===== config.mk =====
export PLATFORM = sky130hd
export DESIGN_NAME = video_out_stage
export DESIGN_NICKNAME = d
export VERILOG_FILES = /design/src/rtl/video_out_stage.sv
export SDC_FILE = /design/constraint.sdc
export NUM_CORES = 1
export LEC_CHECK = 0
export ABC_AREA = 0
export BUFFER_PORTS_ARGS = -buffer_cell sky130_fd_sc_hd__buf_2
export CORE_MARGIN = 1
export CORE_UTILIZATION = 53
export CTS_CLUSTER_DIAMETER = 50
export CTS_CLUSTER_SIZE = 25
export DETAILED_ROUTE_END_ITERATION = 16
export PLACE_DENSITY = 0.94
export SYNTH_ARGS = -nofsm -noshare
export SYNTH_HDL_FRONTEND = slang
export SYNTH_SLANG_ARGS = --single-unit

===== constraint.sdc =====
create_clock -name PCLK_i -period 2.6 [get_ports PCLK_i]
set_clock_uncertainty 0.05 [all_clocks]
set_input_delay 0.52 -clock PCLK_i [delete_from_list [all_inputs] [get_ports PCLK_i]]
set_output_delay 0.52 -clock PCLK_i [all_outputs]
set_load 0.05 [all_outputs]

===== src/rtl/video_out_stage.sv =====
// Video output formatter: post-resync AV-mute, optional OSD overlay, fixed 2-cycle latency.
// Build option: define VIDOUT_OSD_EN to enable the OSD overlay in stage 2.
module video_out_stage #(
  parameter int MUTE_FRAMES = 4,
  parameter int FCNT_W      = 16
) (
  input  logic              PCLK_i,
  input  logic              reset_n,
  input  logic [7:0]        R_i,
  input  logic [7:0]        G_i,
  input  logic [7:0]        B_i,
  input  logic              HSYNC_i,
  input  logic              VSYNC_i,
  input  logic              DE_i,
  input  logic              osd_enable,
  input  logic [1:0]        osd_color,
  input  logic              resync_strobe_i,
  input  logic              mute_force,
  output logic [7:0]        R_o,
  output logic [7:0]        G_o,
  output logic [7:0]        B_o,
  output logic              HSYNC_o,
  output logic              VSYNC_o,
  output logic              DE_o,
  output logic              muted_o,
  output logic [FCNT_W-1:0] frame_cnt_o
);
  // state  | meaning
  // S_MUTE | video blanked; mcnt counts remaining frame starts
  // S_RUN  | live video
  typedef enum logic {S_MUTE, S_RUN} state_t;

  localparam int MCNT_W = (MUTE_FRAMES > 0) ? $clog2(MUTE_FRAMES + 1) : 1;

  state_t              state_q, state_d;
  logic [MCNT_W-1:0]   mcnt_q, mcnt_d;
  logic [FCNT_W-1:0]   frame_cnt_q, frame_cnt_d;
  logic                vs_prev_q, vs_prev_d;
  logic [23:0]         rgb1_q, rgb1_d, rgb2_q, rgb2_d;
  logic                hs1_q, hs1_d, vs1_q, vs1_d, de1_q, de1_d;
  logic                hs2_q, hs2_d, vs2_q, vs2_d, de2_q, de2_d;
  logic                osd_en1_q, osd_en1_d;
  logic [1:0]          osd_col1_q, osd_col1_d;
  logic                frame_start, reload, muted;

  assign frame_start = ~VSYNC_i & vs_prev_q;
  assign reload      = resync_strobe_i | mute_force;
  assign muted       = (state_q == S_MUTE);

  always_comb begin
    state_d     = state_q;
    mcnt_d      = mcnt_q;
    vs_prev_d   = VSYNC_i;
    frame_cnt_d = frame_start ? frame_cnt_q + FCNT_W'(1) : frame_cnt_q;
    case (state_q)
      S_MUTE: begin
        if (reload) begin
          mcnt_d = MCNT_W'(MUTE_FRAMES);
        end else if (frame_start) begin
          if (mcnt_q <= MCNT_W'(1)) state_d = S_RUN;
          else                      mcnt_d  = mcnt_q - MCNT_W'(1);
        end
      end
      S_RUN: begin
        if (reload) begin
          state_d = S_MUTE;
          mcnt_d  = MCNT_W'(MUTE_FRAMES);
        end
      end
      default: state_d = S_MUTE;
    endcase
  end

  // Stage 1 blanks on the registered state, so a state change shows from the next pixel.
  always_comb begin
    rgb1_d     = muted ? 24'h000000 : {R_i, G_i, B_i};
    hs1_d      = HSYNC_i;
    vs1_d      = VSYNC_i;
    de1_d      = DE_i;
    osd_en1_d  = osd_enable;
    osd_col1_d = osd_color;
    hs2_d      = hs1_q;
    vs2_d      = vs1_q;
    de2_d      = de1_q;
    rgb2_d     = rgb1_q;
`ifdef VIDOUT_OSD_EN
    if (osd_en1_q) begin
      case (osd_col1_q)
        2'd0:    rgb2_d = 24'h000000;
        2'd1:    rgb2_d = 24'h0000ff;
        2'd2:    rgb2_d = 24'hffff00;
        default: rgb2_d = 24'hffffff;
      endcase
    end
`endif
  end

  always_ff @(posedge PCLK_i) begin
    if (!reset_n) begin
      state_q     <= S_MUTE;
      mcnt_q      <= MCNT_W'(MUTE_FRAMES);
      frame_cnt_q <= '0;
      vs_prev_q   <= 1'b1;
      rgb1_q      <= '0;
      rgb2_q      <= '0;
      hs1_q       <= 1'b1;
      vs1_q       <= 1'b1;
      de1_q       <= 1'b0;
      hs2_q       <= 1'b1;
      vs2_q       <= 1'b1;
      de2_q       <= 1'b0;
      osd_en1_q   <= 1'b0;
      osd_col1_q  <= '0;
    end else begin
      state_q     <= state_d;
      mcnt_q      <= mcnt_d;
      frame_cnt_q <= frame_cnt_d;
      vs_prev_q   <= vs_prev_d;
      rgb1_q      <= rgb1_d;
      rgb2_q      <= rgb2_d;
      hs1_q       <= hs1_d;
      vs1_q       <= vs1_d;
      de1_q       <= de1_d;
      hs2_q       <= hs2_d;
      vs2_q       <= vs2_d;
      de2_q       <= de2_d;
      osd_en1_q   <= osd_en1_d;
      osd_col1_q  <= osd_col1_d;
    end
  end

`ifndef VIDOUT_OSD_EN
  logic unused_osd;
  assign unused_osd = ^{osd_en1_q, osd_col1_q};
`endif

  assign {R_o, G_o, B_o} = rgb2_q;
  assign HSYNC_o         = hs2_q;
  assign VSYNC_o         = vs2_q;
  assign DE_o            = de2_q;
  assign muted_o         = muted;
  assign frame_cnt_o     = frame_cnt_q;
endmodule


==> reports/qor.txt <==
Starting Density: 55.17%
GPL Wtd Cong: 0.6833
Final Setup Violations: 0
XOR/XNOR Fraction of Synth Area: 3.646%
area leader, netlist: dfxtp_1
Resized Gates After CTS: 0
Syn Nets: 260
RR Startpoint: frame_cnt_o[0]
Synth area leaders: dfxtp_1 (62%), and2_1 (6.8%), and3_1 (6.5%), xnor2_1 (2.9%), nor2_1 (2.3%)
final setup TNS: 0 ns
area added between synthesis and finish: 25.10%
Max Cap Viol: 0
die area: 0.004806 mm²
TritonCTS clock tree: built
Slew Limit Fails: 0
largest net degree at the start of global routing: 42
Slew HR: 70.82%
number of global-route vias before repair: 1,674
CTS Hold Buffers Added: 0
Max Fclk: 545.0 MHz
number of I/O port buffers: 74
Worst EP arrival: 2.04 ns
FF+latch count, synth: 74
Mapped Cells: 223
Routed Antenna Nets: 0
top cell type's share of synthesized area: 61.67%
CTS Buf Count: 9
maximum vdd ir drop: 0.3898 mV
Worst EP required: 2.81 ns
Crit Path Class: reg2reg
H-Tree Depth: 3
Tcrit/Tclk final: 70.57%
hold_sp: HSYNC_i
initial antenna violation count: 0
first-pass GRT wire length: 7.224 mm
die width: 69.33 µm
share of layout cells above drive strength 1: 32.68%
CORE AREA: 0.004354 mm²
Clock Path Buffers: 2
Top Ports: 78
RSZ-0062 raised after global routing: no
Critical Path End Type: flip-flop
first-iteration detailed-routing DRC count: 111
Post-Route WL: 4.448 mm
Clock Latency Late Sink: 0.33 ns
vias per cell: 4.975
multiplexer share of the synthesized area: 1.302%
post-synth cell types: 34
via count: 1,781
CP Launch Type: flip-flop
Die Ht: 69.33 µm
Clock Sinks: 74
post-layout minimum cycle time: 1.835 ns
Detailed Place HPWL: 3.091 mm
Lkg Pwr: 1.450 nW
drt wl/cell: 12.42 µm
syn_area_per_cell: 10.77 µm²
Hold Vio Cnt, Final: 0
DRC: 0
Power Density: 680.9 mW/mm²
CTS root buf: clkbuf_8
Synth Area in Compound Gates: 3.750%
worst min-delay path category: in2reg
Seq/Total Area, Yosys: 61.67%
Clock transition at path regs: 0.08 ns
GR Util All Layers: 19.23%
fin nets: 338
Post-Synth Simple-Gate Area: 25.73%
cell area after synthesis: 0.002402 mm²
Critical Path Start: frame_cnt_o[0]
Fill cells: 339
total gr overflow: 0
Hold Slack: 0.3185 ns
status: finished, final reports clean
worst-margin pin slew: 0.4372 ns
Post-Synth Adder-Cell Area: 1.563%
yosys warns: 0
buffers inserted by post-CTS timing repair: 0
largest family of logic cells by synthesized area: simple AND/OR/NAND/NOR gates
drt pass-1 iters: 4
Rows: 24
worst-path maximum fanout: 7
ANT cells: 0
through the flow:
step                      setup WS, ns  instance area (µm²)  total power, mW  instances  utilization (%)
final                           0.7651                 3005            2.046        358            69.02
after global placement          0.7342                 2819            1.261        342            64.74
after detailed placement        0.7188                 2819            1.265        342            64.74
after floorplan                 0.5430                 2402            1.229        223                -
after CTS                       0.7627                 3005            2.063        358            69.02
after global routing            0.6798                 3005            2.116        358            69.02
flip-flops by register name, indices dropped and copies added, names as in the netlist:
name / flops
DE_o: 1
HSYNC_o: 1
VSYNC_o: 1
de1_q: 1
frame_cnt_o: 16
hs1_q: 1
mcnt_q: 3
rgb1_q: 24
rgb2_q: 24
state_q: 1
vs1_q: 1
Yosys cell counts:
library cell  count
or3_4             1
clkbuf_1          9
nand4b_2          1
o31ai_1           1
ha_1              3
dfxtp_1          74
mux2_2            1
and2_1           26
o211ai_1          1
xor2_1            2
xnor2_1           8
inv_1             6
nand3_2           1
or3_1             5
nor4_1            3
nand2_2           1
a31o_2            1
mux2i_1           2
o21ai_0           4
nand2b_1          6
a21oi_1           5
and3_1           25
a31oi_1           1
o21ai_1           1
nor2_1           15
nor3_1            3
o21ba_2           1
nand4_1           2
nor2b_1           1
nand3_1           4
and4_1            1
nor3b_1           1
nand2_1           6
nand3b_4          1
logic make-up (layout without fill, tap and decap cells):
group           after synthesis  count (layout)
mux                           3               3
flops                        74              74
buf+inv                      15              98
simple gates                103             103
xor+xnor                     10              10
compound gates               15              15
fa+ha+maj                     3               3
worst paths after layout:
path,slack [ns],cells past startpoint,to
worst max-delay path,0.77,5,frame_cnt_o[14]
worst min-delay path,0.32,2,hs1_q
worst min register to register,0.36,1,HSYNC_o
worst max register to register,0.77,5,frame_cnt_o[14]
routing by layer:
metal / vias up / GRT usage [%] / share of wire [%]
met5: - / 0 / 0
met1: 819 / 20.72 / 42
li1: 899 / - / -
met2: 54 / 34.20 / 51
met4: 0 / 9.524 / 1.5
met3: 9 / 5.523 / 4.7
cell usage in the layout (no fill, tap or decap), types with 2 or more instances in the layout:
cell        synthesis  routed
clkbuf_8            0      10
nor2_1             15      15
and3_1             25      25
xor2_1              2       2
buf_2               0      74
nor3_1              3       3
clkinvlp_4          0       3
inv_1               6       6
dfxtp_1            74      74
ha_1                3       3
nand3_1             4       4
inv_6               0       2
nor4_1              3       3
and2_1             26      26
mux2i_1             2       2
nand4_1             2       2
o21ai_0             4       4
nand2b_1            6       6
a21oi_1             5       5
or3_1               5       5
nand2_1             6       6
buf_4               0       2
xnor2_1             8       8
critical path: stages, from the launching register on:
cell and delay [ns]:
dfxtp_1 0.45, ha_1 0.24, nand3b_4 0.13, or3_4 0.41, or3_1 0.35, a21oi_1 0.13
where the power goes:
group | switching [mW] | total [mW] | internal [mW]
registers | 0.00836 | 1.15 | 1.14
clock network | 0.427 | 0.807 | 0.380
logic | 0.0529 | 0.0895 | 0.0366
cell type report:
cell class,instances,area [µm²],area share (%)
repair buffers,76,385.4,12.82
well taps,52,65.06,2.165
multi-input cells,134,864.6,28.77
clock buffers,10,137.6,4.580
flip-flops and latches,74,1481,49.29
inverters,6,22.52,0.7494
clock inverters,6,48.80,1.624
(Power assumes the default switching activity.)
